[config.mk]
export PLATFORM = sky130hd
export DESIGN_NAME = uvmt_i2c_st_tagt_dut
export DESIGN_NICKNAME = d
export VERILOG_FILES = /design/src/rtl/uvmt_i2c_st_tagt_pkg.sv /design/src/rtl/uvmt_i2c_st_tagt_sync.sv /design/src/rtl/uvmt_i2c_st_tagt_dut.sv
export SDC_FILE = /design/constraint.sdc
export NUM_CORES = 1
export LEC_CHECK = 0
export CAP_MARGIN = 10
export CORE_ASPECT_RATIO = 0.75
export CORE_MARGIN = 4
export CORE_UTILIZATION = 65
export DETAILED_ROUTE_END_ITERATION = 8
export PLACE_DENSITY = 0.9
export SLEW_MARGIN = 20
export SYNTH_ARGS = -nofsm -noshare
export SYNTH_HDL_FRONTEND = slang
export SYNTH_SLANG_ARGS = --single-unit
[constraint.sdc]
create_clock -name clk -period 5.4 [get_ports clk]
set_input_delay 0.54 -clock clk [delete_from_list [all_inputs] [get_ports clk]]
set_output_delay 0.54 -clock clk [all_outputs]
set_load 0.05 [all_outputs]
[src/rtl/uvmt_i2c_st_tagt_pkg.sv]
// Shared types and constants for the I2C self-test target responder.
package uvmt_i2c_st_tagt_pkg;

   // Protocol states of the target FSM.
   typedef enum logic [3:0] {
      ST_IDLE,
      ST_ADDR,
      ST_ADDR_ACK,
      ST_WR_PTR,
      ST_WR_DATA,
      ST_WR_ACK,
      ST_RD_DATA,
      ST_RD_ACK,
      ST_IGNORE
   } tagt_state_e;

   // The bit counter has to reach 8 while a read byte is being shifted out.
   localparam int BIT_CNT_W = 4;

   // Bus levels of the acknowledge bit.
   localparam logic ACK_BIT  = 1'b0;
   localparam logic NACK_BIT = 1'b1;

   // SDA is open-drain, so putting a bit on the bus means pulling low for a 0.
   function automatic logic oe_for_bit(input logic bit_val);
      return ~bit_val;
   endfunction

endpackage

[src/rtl/uvmt_i2c_st_tagt_sync.sv]
// Two-flop synchronizer for one asynchronous bus line, with registered
// rise/fall strobes that line up with the registered level output.
module uvmt_i2c_st_tagt_sync (
   input  logic clk,
   input  logic reset,
   input  logic async_in,
   output logic level,
   output logic rise,
   output logic fall
);

   logic meta;
   logic synced;

   // Both bus lines idle high, so the flops reset to 1 to avoid a false edge
   // straight out of reset.
   always_ff @(posedge clk) begin
      if (reset) begin
         meta   <= 1'b1;
         synced <= 1'b1;
         level  <= 1'b1;
         rise   <= 1'b0;
         fall   <= 1'b0;
      end else begin
         meta   <= async_in;
         synced <= meta;
         level  <= synced;
         rise   <= synced & ~level;
         fall   <= ~synced & level;
      end
   end

endmodule

[src/rtl/uvmt_i2c_st_tagt_dut.sv]
// I2C target responder: decodes START/STOP, matches a 7-bit address and
// serves a byte-wide register file through an auto-incrementing pointer.
module uvmt_i2c_st_tagt_dut #(
   parameter logic [6:0] TAGT_ADDR = 7'h50,
   parameter int         NUM_REGS  = 16
) (
   input  logic                        clk,
   input  logic                        reset,
   input  logic                        scl_i,
   input  logic                        sda_i,
   output logic                        sda_oe,
   output logic                        busy,
   output logic                        reg_wr_en,
   output logic [$clog2(NUM_REGS)-1:0] reg_wr_addr,
   output logic [7:0]                  reg_wr_data
);

   import uvmt_i2c_st_tagt_pkg::*;

   localparam int PTR_W = $clog2(NUM_REGS);

   logic scl_lvl;
   logic scl_rise;
   logic scl_fall;
   logic sda_lvl;
   logic sda_rise;
   logic sda_fall;

   uvmt_i2c_st_tagt_sync u_scl_sync (
      .clk      (clk),
      .reset    (reset),
      .async_in (scl_i),
      .level    (scl_lvl),
      .rise     (scl_rise),
      .fall     (scl_fall)
   );

   uvmt_i2c_st_tagt_sync u_sda_sync (
      .clk      (clk),
      .reset    (reset),
      .async_in (sda_i),
      .level    (sda_lvl),
      .rise     (sda_rise),
      .fall     (sda_fall)
   );

   logic scl_edge;
   logic start_det;
   logic stop_det;

   // An SCL edge in the same cycle wins: the SDA change is treated as data.
   assign scl_edge  = scl_rise | scl_fall;
   assign start_det = sda_fall & scl_lvl & ~scl_edge;
   assign stop_det  = sda_rise & scl_lvl & ~scl_edge;

   tagt_state_e          state;
   tagt_state_e          state_d;
   logic [BIT_CNT_W-1:0] bit_cnt;
   logic [BIT_CNT_W-1:0] bit_cnt_d;
   logic [7:0]           shift;
   logic [7:0]           shift_d;
   logic [PTR_W-1:0]     ptr;
   logic [PTR_W-1:0]     ptr_d;
   logic [PTR_W-1:0]     ptr_inc;
   logic                 rw;
   logic                 rw_d;
   logic                 sda_oe_d;
   logic                 wr_en_d;
   logic [PTR_W-1:0]     wr_addr_d;
   logic [7:0]           wr_data_d;
   logic [7:0]           byte_in;
   logic [7:0]           regs [NUM_REGS];

   assign byte_in = {shift[6:0], sda_lvl};
   assign ptr_inc = ptr + PTR_W'(1);

   assign busy = (state == ST_ADDR_ACK) || (state == ST_WR_PTR)  ||
                 (state == ST_WR_DATA)  || (state == ST_WR_ACK)  ||
                 (state == ST_RD_DATA)  || (state == ST_RD_ACK);

   // Next-state and datapath decode. START/STOP override whatever the FSM
   // was doing; otherwise each state reacts only to synced SCL edges.
   // In the ACK states the current sda_oe tells the first fall (start
   // pulling) from the second fall (release and move on).
   always_comb begin
      state_d   = state;
      bit_cnt_d = bit_cnt;
      shift_d   = shift;
      ptr_d     = ptr;
      rw_d      = rw;
      sda_oe_d  = sda_oe;
      wr_en_d   = 1'b0;
      wr_addr_d = reg_wr_addr;
      wr_data_d = reg_wr_data;

      if (start_det) begin
         state_d   = ST_ADDR;
         bit_cnt_d = '0;
         sda_oe_d  = 1'b0;
      end else if (stop_det) begin
         state_d   = ST_IDLE;
         bit_cnt_d = '0;
         sda_oe_d  = 1'b0;
      end else begin
         case (state)
            ST_IDLE: begin
               state_d = ST_IDLE;
            end

            ST_ADDR: begin
               if (scl_rise) begin
                  shift_d   = byte_in;
                  bit_cnt_d = bit_cnt + BIT_CNT_W'(1);
                  if (bit_cnt == BIT_CNT_W'(7)) begin
                     bit_cnt_d = '0;
                     if (byte_in[7:1] == TAGT_ADDR) begin
                        state_d = ST_ADDR_ACK;
                        rw_d    = byte_in[0];
                     end else begin
                        state_d = ST_IGNORE;
                     end
                  end
               end
            end

            ST_ADDR_ACK: begin
               if (scl_fall) begin
                  if (!sda_oe) begin
                     sda_oe_d = oe_for_bit(ACK_BIT);
                  end else begin
                     bit_cnt_d = '0;
                     if (rw) begin
                        state_d  = ST_RD_DATA;
                        shift_d  = regs[ptr];
                        sda_oe_d = oe_for_bit(regs[ptr][7]);
                     end else begin
                        state_d  = ST_WR_PTR;
                        sda_oe_d = 1'b0;
                     end
                  end
               end
            end

            ST_WR_PTR, ST_WR_DATA: begin
               if (scl_rise) begin
                  shift_d   = byte_in;
                  bit_cnt_d = bit_cnt + BIT_CNT_W'(1);
                  if (bit_cnt == BIT_CNT_W'(7)) begin
                     bit_cnt_d = '0;
                     state_d   = ST_WR_ACK;
                     if (state == ST_WR_PTR) begin
                        ptr_d = byte_in[PTR_W-1:0];
                     end else begin
                        wr_en_d   = 1'b1;
                        wr_addr_d = ptr;
                        wr_data_d = byte_in;
                        ptr_d     = ptr_inc;
                     end
                  end
               end
            end

            ST_WR_ACK: begin
               if (scl_fall) begin
                  if (!sda_oe) begin
                     sda_oe_d = oe_for_bit(ACK_BIT);
                  end else begin
                     sda_oe_d  = 1'b0;
                     state_d   = ST_WR_DATA;
                     bit_cnt_d = '0;
                  end
               end
            end

            ST_RD_DATA: begin
               if (scl_rise) begin
                  bit_cnt_d = bit_cnt + BIT_CNT_W'(1);
               end else if (scl_fall) begin
                  if (bit_cnt == '0) begin
                     sda_oe_d = oe_for_bit(shift[7]);
                  end else if (bit_cnt == BIT_CNT_W'(8)) begin
                     sda_oe_d  = 1'b0;
                     state_d   = ST_RD_ACK;
                     bit_cnt_d = '0;
                  end else begin
                     shift_d  = {shift[6:0], 1'b0};
                     sda_oe_d = oe_for_bit(shift[6]);
                  end
               end
            end

            ST_RD_ACK: begin
               if (scl_rise) begin
                  if (sda_lvl == NACK_BIT) begin
                     state_d = ST_IGNORE;
                  end else begin
                     ptr_d     = ptr_inc;
                     shift_d   = regs[ptr_inc];
                     state_d   = ST_RD_DATA;
                     bit_cnt_d = '0;
                  end
               end
            end

            ST_IGNORE: begin
               state_d = ST_IGNORE;
            end

            default: begin
               state_d = ST_IDLE;
            end
         endcase
      end
   end

   // State and datapath registers; reset drops SDA and discards any byte
   // in flight.
   always_ff @(posedge clk) begin
      if (reset) begin
         state       <= ST_IDLE;
         bit_cnt     <= '0;
         shift       <= '0;
         ptr         <= '0;
         rw          <= 1'b0;
         sda_oe      <= 1'b0;
         reg_wr_en   <= 1'b0;
         reg_wr_addr <= '0;
         reg_wr_data <= '0;
      end else begin
         state       <= state_d;
         bit_cnt     <= bit_cnt_d;
         shift       <= shift_d;
         ptr         <= ptr_d;
         rw          <= rw_d;
         sda_oe      <= sda_oe_d;
         reg_wr_en   <= wr_en_d;
         reg_wr_addr <= wr_addr_d;
         reg_wr_data <= wr_data_d;
      end
   end

   // Register file updates on the same edge the write strobe is launched.
   always_ff @(posedge clk) begin
      if (reset) begin
         for (int i = 0; i < NUM_REGS; i++) begin
            regs[i] <= '0;
         end
      end else if (wr_en_d) begin
         regs[wr_addr_d] <= wr_data_d;
      end
   end

endmodule

After elaboration in Yosys (flattened, before gate mapping) --
Memory sizes are Yosys's and may differ from the RTL's. A register that Yosys moved wholly into a read port is not among the register bits. Index checks and enable logic that the tools add are counted.
Storage, ports and cells: bits in writable memories 128, register bits after elaboration 45, logic and storage cells 195, memories 1, input port bits 4, output and inout bits 15
Memory list:
- regs | words 16, bits a word 8, read ports 2, clocked after memory_dff 1, wr ports 16, line uvmt_i2c_st_tagt_dut.sv:72 | logic [7:0] regs [NUM_REGS];
Cells by class: equal/unequal tests 46, reduce and logical (&&, ||, !) cells 22, bitwise operators 19, muxes and demuxes 85, $add $sub $neg 2
Operators with widths (number):
- $mux 4 | 39
- $mux 8 | 17
- $reduce_and 13->1 | 3
- $pmux 8 s4 | 1
- $ne 4x3->1 const B | 7
- $pmux 4 s7 | 1
- $ne 4x4->1 const B | 6
- $mux 1 | 23
- $eq 4x3->1 const B | 5
- $ne 2x1->1 const B | 10
- $ne 2x2->1 const B | 9
- $pmux 4 s4 | 1
- $not 1->1 | 10
- $reduce_and 9->1 | 1
- $add 4x1->4 const B | 2
- $and 1x1->1 | 8
- $eq 4x2->1 const B | 2
- $eq 4x4->1 const B | 2
- $pmux 4 s2 | 1
- $reduce_bool 4->1 | 2
- $reduce_or 8->1 | 1
- $eq 7x7->1 const B | 1
- $reduce_and 7->1 | 1
- $ne 3x1->1 const B | 2
- other kinds (13) | 19

Depth between registers and ports, before layout --
Gate-level depths: netlist (run 1).
depth in word-level cells 12, mapped depth 9, depth with buffers taken out 8

Modules after synthesis --
Synthesis (run 1) repeated with hierarchy kept, for this count alone.
Unflattened totals: cell total of the unflattened synthesis 770, area, all modules 9340.2 sq um
By module, submodules not included:
- uvmt_i2c_st_tagt_dut | instances 1, cells an instance 750, seq. area each 4624.4 sq um, area each 9072.5 sq um
- uvmt_i2c_st_tagt_sync | instances 2, cells an instance 10, seq. area each 100.1 sq um, area each 133.9 sq um

Worst setup path after synthesis (run 1) --
OpenSTA, ideal clock, no wires.
path type register to register, start point register ptr[1], end point register shift[6], arrival time 2.580 ns, data required time 5.268 ns, buffers on the path 2, stages on the path, launching flop included 8, slack 2.688 ns, library setup time 0.132 ns, clock period less this slack 2.712 ns, cells stage by stage dfxtp_1 > ha_1 > buf_2 > buf_1 > mux4_2 > mux4_2 > a211oi_1 > nor3_1
Between the ends: longest elaborated chain between the ends 5
Ends and longest elaborated chain:
- start: declaration | line uvmt_i2c_st_tagt_dut.sv:62 | logic [PTR_W-1:0] ptr;
- start signal: assignment | line uvmt_i2c_st_tagt_dut.sv:233 | ptr <= ptr_d;
- $add 4x1->4 | line uvmt_i2c_st_tagt_dut.sv:75 | assign ptr_inc = ptr + PTR_W'(1);
- $mem_v2 16x8
- $mux 8 | line uvmt_i2c_st_tagt_dut.sv:194 | if (sda_lvl == NACK_BIT) begin
- $mux 8 | line uvmt_i2c_st_tagt_dut.sv:193 | if (scl_rise) begin
- $pmux 8 s4 | line uvmt_i2c_st_tagt_dut.sv:105 | case (state)
- end signal: assignment | line uvmt_i2c_st_tagt_dut.sv:232 | shift <= shift_d;
- end: declaration | line uvmt_i2c_st_tagt_dut.sv:60 | logic [7:0] shift;
Every way passes these cells. The select of a mux whose other input is x is not followed. A chain may end at the register's enable or synchronous reset.

==> results of run 1 <==
[per-stage QoR]
step	worst slack (ns)	utilization	instance area, sq um
after detailed placement	1.63	0.681	9330
after CTS	1.62	0.724	9920
after global placement	1.74	0.681	9330
after global routing	1.52	0.726	9940
after floorplan	2.69	-	9090
final	1.67	0.726	9940
[per-layer routing]
metal	part of all wire	global-route usage
met1	0.34	0.488
met2	0.43	0.464
met3	0.18	0.130
met4	0.049	0.137
met5	0	0
[cell usage in the layout (no fill, tap or decap), drive strengths merged, types with 3 or more instances in the layout]
cell | Yosys | routed
nand3b | 4 | 4
mux2 | 10 | 10
clkbuf | 20 | 18
xnor2 | 3 | 3
or3 | 3 | 3
and3 | 4 | 4
o21ai | 19 | 19
nor2b | 14 | 14
dfxtp | 49 | 49
mux2i | 18 | 18
a21oi | 19 | 19
or2 | 8 | 8
clkinv | 0 | 4
edfxtp | 128 | 128
buf | 30 | 10
nor3 | 16 | 16
nand3 | 10 | 10
clkdlybuf4s50 | 0 | 18
nor2 | 172 | 172
nor3b | 9 | 9
inv | 10 | 18
ha | 3 | 3
a22oi | 7 | 7
nand2 | 59 | 59
nand2b | 7 | 7
a211oi | 10 | 10
mux4 | 69 | 69
a2111oi | 3 | 3
[area by class of cell]
type,instances,share of cell area
flip-flops and latches,177,0.486
multi-input cells,503,0.403
clock buffers,18,0.0442
repair buffers,28,0.0257
well taps,175,0.0220
clock inverters,14,0.0156
inverters,10,0.00377
[cell families (layout without fill, tap and decap cells)]
| logic type | Yosys count | count (layout) | synth area share |
|---|---|---|---|
| buf+inv | 60 | 70 | 0.0308 |
| compound gates | 83 | 83 | 0.0633 |
| xor+xnor | 5 | 5 | 0.00565 |
| mux | 97 | 97 | 0.206 |
| simple gates | 315 | 315 | 0.159 |
| flops | 177 | 177 | 0.531 |
| fa+ha+maj | 3 | 3 | 0.00413 |
[power by group]
group          internal [W]  switching (W)  total [W]  leakage (nW)
Sequential          0.00149      0.0000427    0.00153          1.72
Clock              0.000634       0.000604    0.00124         0.286
Combinational     0.0000410      0.0000560  0.0000970          1.22
Total               0.00216       0.000703    0.00287          3.23
[state kept, by name, indices dropped and copies added (netlist names), 4 cells and up, named ones only]
name / count
regs: 128
reg_wr_data: 8
shift: 8
bit_cnt: 4
ptr: 4
reg_wr_addr: 4
state: 4
[path summary, 6_finish.rpt]
kind	startpoint	endpoint	slack (ns)	cells past startpoint
max	state[2]	regs[2][5]	1.67	6
min	u_scl_sync.meta	u_scl_sync.synced	0.41	1
max reg2reg	state[2]	regs[2][5]	1.67	6
min reg2reg	u_scl_sync.meta	u_scl_sync.synced	0.41	1
==> results.json, run 1 <==
{
  "outcome": "finished, final reports clean",
  "syn-num-nets": 747,
  "cts_buffer_depth": 2,
  "grt_antenna_before_repair": 0,
  "critPathRequiredTime_ns": 5.49,
  "tns_ns": 0,
  "crit_chain": "nand2b_1 > or4_1 > buf_4 > nor3_2 > nand2_1 > nand2_1",
  "yosys-top-cells-count": "nor2_1, edfxtp_1, mux4_2",
  "antenna_cells": 0,
  "yosysTopAreaCellShare": 0.423,
  "cap_violations": 0,
  "synth.most_common_cell": "nor2_1",
  "die_area_sq_um": 16000,
  "cts_setup_buffers": 0,
  "core_area_sq_um": 13700,
  "viasPerCell": 7.31,
  "cp_common_cell": "nand2_1",
  "synth_top_area_cell": "edfxtp_1",
  "vias": 6761,
  "avgSynthCellArea_sq_um": 12.3,
  "htreeDepth": 4,
  "drive_gt1_frac": 0.211,
  "cp_top_family": "simple AND/OR/NAND/NOR gates",
  "synth-edff-count": 128,
  "async_flop_share": 0,
  "finalSetupViolCount": 0,
  "hold_ws_ns": 0.413,
  "yosysSeqAreaShare": 0.531,
  "cp_max_fo": 24,
  "grt_pass1_vias": 6507,
  "fin_skew_ns": 0.0106,
  "drtPass1Iterations": 6,
  "insertion_delay_ns": 0.44,
  "cts_made_buffers": 17,
  "grt-ovfl-total": 0,
  "p_total_w": 0.00287,
  "fin_crit_sh": 0.690,
  "drt_iter0_markers": 1228,
  "dieWidth_um": 145,
  "fmax_mhz": 268,
  "netlist_area_sq_um": 9090,
  "ys_ff_latch": 177,
  "grt_max_degree": 43,
  "cp.arrival_ns": 3.82,
  "hold_buffers": 0,
  "endpoint_kind": "flop",
  "drc": 0,
  "critPathMaxStageDelay_ns": 0.85,
  "areaGrowthSynthToFinish_pct": 9.42,
  "cp-start-kind": "flop",
  "clock_sinks": 177,
  "dp_hpwl_mm": 17.8,
  "multi_input_area_sq_um": 4010,
  "gp_congestion": 1.01,
  "fin_crit_ns": 3.73,
  "final_cells": 925,
  "p_per_area_nw_per_um2": 288,
  "ant_nets": 0,
  "placed_cells": 893,
  "path_clk_slew_ns": 0.07,
  "boundaryPins": 19,
  "detail_route.wl_per_cell_um": 28.1,
  "synthTopCellsByArea": "edfxtp_1, mux4_2, dfxtp_1, nor2_1, nand2_1",
  "slew_viol_final": 0,
  "gr-usage-all-layers": 0.338,
  "synth_ff_type": "edfxtp_1",
  "n_fill_cell": 890,
  "grt_pass1_wl_mm": 39.6,
  "fin_nets": 744,
  "synth_cell_type_count": 66,
  "worst_slew_pin_slew_ns": 1.13,
  "hold_violations": 0,
  "peakVddDrop_mv": 0.219,
  "path_class": "flop to flop",
  "seq_area_sq_um": 4830,
  "cts_tree": "done",
  "wl_mm": 26.0,
  "cp_num_buf_inv": 1,
  "hold_class": "flop to flop",
  "rsz0062_at_grt": "false",
  "cts-root-buf": "clkbuf_16",
  "relSlewSlack": 0.243,
  "rows": 37,
  "io_buffers": 18,
  "power_leakage_nw": 3.23,
  "start_util": 0.663,
  "die_h_um": 110,
  "cts.repair.resized": 0,
  "netlist_instances": 740,
  "synth_warnings": 0,
  "cp_slowest_cell": "dfxtp_1"
}
Note: power is estimated with default switching activity, not from simulation.
==> run 2, diff against run 1 <==
--- a/config.mk
+++ b/config.mk
@@ -8,9 +8,9 @@
 export CAP_MARGIN = 10
 export CORE_ASPECT_RATIO = 0.75
 export CORE_MARGIN = 4
-export CORE_UTILIZATION = 65
+export CORE_UTILIZATION = 63
 export DETAILED_ROUTE_END_ITERATION = 8
-export PLACE_DENSITY = 0.9
+export PLACE_DENSITY = 0.88
 export SLEW_MARGIN = 20
 export SYNTH_ARGS = -nofsm -noshare
 export SYNTH_HDL_FRONTEND = slang
==> constraint.sdc (replaced) <==
create_clock -name clk -period 3.66 [get_ports clk]
set_input_delay 0.366 -clock clk [delete_from_list [all_inputs] [get_ports clk]]
set_output_delay 0.366 -clock clk [all_outputs]
set_load 0.05 [all_outputs]
==> run 2 against run 1 <==
Effect of this change: worst hold slack improved by 0.0093 ns; global-route usage decreased by 1.1 points; sequential share of layout area decreased by 0.42 points; non-clock buffer count grew 17; register-to-register slack worse by 1.1 ns; via count about the same; die area rose by 3.0%; maximum frequency rose by 22%; total power is 43% higher; sequential power is 47% higher; wire length increased by 0.43%; critical path type unchanged; critical endpoint is now regs[15][6].
==> results.json, run 2 (synthesis gave the netlist of run 1 again) <==
{
  "outcome": "finished, final reports clean",
  "seqPwrFrac": 0.548,
  "rsz0062_at_grt": "false",
  "core_area_sq_um": 13900,
  "cp-start-kind": "flop",
  "clock_sinks": 177,
  "top_regs": "regs (128), reg_wr_data (8), shift (8)",
  "fin_nets": 761,
  "drc": 0,
  "switching_power_w": 0.000955,
  "cp_max_fo": 9,
  "ant_nets": 0,
  "gr-usage-all-layers": 0.327,
  "hold_ws_ns": 0.422,
  "viasPerCell": 7.02,
  "cts-root-buf": "clkbuf_16",
  "hold_buffers": 0,
  "cap_violations": 0,
  "grt_antenna_before_repair": 2,
  "die_area_sq_um": 16400,
  "intPower_w": 0.00314,
  "fin_crit_sh": 0.833,
  "insertion_delay_ns": 0.44,
  "vias": 6762,
  "hold_violations": 0,
  "layout_common_cells": "nor2_1, edfxtp_1, mux4_2",
  "path_class": "flop to flop",
  "boundaryPins": 19,
  "dieWidth_um": 147,
  "grt_pass1_wl_mm": 39.8,
  "hold_class": "flop to flop",
  "finalSetupViolCount": 0,
  "cts_buffer_depth": 2,
  "layout_commonest_cell": "nor2_1",
  "die_h_um": 112,
  "endpoint_kind": "flop",
  "drtPass1Iterations": 6,
  "comb_power_share": 0.038,
  "cp.arrival_ns": 3.14,
  "io_buffers": 18,
  "largest_reg_flops": 128,
  "htreeDepth": 4,
  "wl_mm": 26.1,
  "regMostFlops": "regs",
  "cts_tree": "done",
  "detail_route.wl_per_cell_um": 27.1,
  "grt-ovfl-total": 0,
  "gp_congestion": 0.962,
  "postPlaceCellArea_sq_um": 9490,
  "grt_max_degree": 42,
  "relSlewSlack": 0.312,
  "grt_pass1_vias": 6396,
  "drt_iter0_markers": 1094,
  "multi_input_area_sq_um": 3990,
  "cts_made_buffers": 17,
  "worst_slew_pin_slew_ns": 1.02,
  "start_util": 0.652,
  "path_clk_slew_ns": 0.07,
  "critPathRequiredTime_ns": 3.75,
  "dp_hpwl_mm": 18.2,
  "cts.repair.resized": 0,
  "tns_ns": 0,
  "p_per_area_nw_per_um2": 409,
  "cts_setup_buffers": 0,
  "rows": 37,
  "p_total_w": 0.00410,
  "drive_gt1_frac": 0.219,
  "power_leakage_nw": 3.28,
  "peakVddDrop_mv": 0.421,
  "seq_area_sq_um": 4830,
  "fmax_mhz": 328,
  "fin_crit_ns": 3.05,
  "finalInstanceArea_sq_um": 10000,
  "slew_viol_final": 0,
  "fin_skew_ns": 0.00889,
  "areaGrowthSynthToFinish_pct": 10.3,
  "clkPwrFrac": 0.414,
  "n_fill_cell": 897,
  "sw_frac_of_total": 0.233
}
run 2: changes by cell type in the layout (fill, tap and decap cells not counted), sizes merged:
cell	delta
buf	+17
clkbuf	+2
diode	+1
inv	-2
run 2: area by class of cell:
type | instances | area share
Clock buffer | 20 | 0.0435
Multi-Input combinational cell | 503 | 0.398
Clock inverter | 12 | 0.00986
Sequential cell | 177 | 0.481
Antenna cell | 1 | 0.000250
Tap cell | 195 | 0.0243
Inverter | 10 | 0.00374
Timing Repair Buffer | 45 | 0.0394
run 2: path summary, 6_finish.rpt:
path	cells past startpoint	startpoint	slack [ns]	end
setup / recovery	8	bit_cnt[0]	0.61	regs[15][6]
hold / removal	1	u_scl_sync.meta	0.42	u_scl_sync.synced
setup reg to reg	8	bit_cnt[0]	0.61	regs[15][6]
hold reg to reg	1	u_scl_sync.meta	0.42	u_scl_sync.synced
run 2: worst max-delay path, stage by stage, from the launching register on:
cell	delay, ns
dfxtp_1	0.38
ha_1	0.20
and3b_2	0.26
nand2_2	0.11
nor4_1	0.51
buf_4	0.24
and3_1	0.31
nand2_1	0.28
nand2_1	0.41
run 2: power by group through the flow:
stage | registers, W | logic (W) | clock network [W]
floorplan | 0.00226 | 0.000107 | 0
global placement | 0.00228 | 0.000144 | 0
detailed placement | 0.00229 | 0.000148 | 0
CTS | 0.00224 | 0.000150 | 0.00170
global route | 0.00225 | 0.000163 | 0.00179
finish | 0.00225 | 0.000155 | 0.00170
run 2: per-stage QoR:
step           instances  utilization  setup WS (ns)
2_1_floorplan        740            -          0.948
3_3_place_gp         930        0.681          0.710
3_5_place_dp         930        0.681          0.692
4_1_cts              962        0.719          0.660
5_1_grt              962        0.719          0.364
6_report             963        0.720          0.612
run 2: metal layers:
metal  share of wire  wire length [um]  track usage  up-vias
met4           0.040              1050        0.142        2
met3            0.16              4230        0.118       88
met5         0.00057                15            0        -
met1            0.37              9550        0.470     3274
li1                -                 -            -     2787
met2            0.43             11300        0.453      611
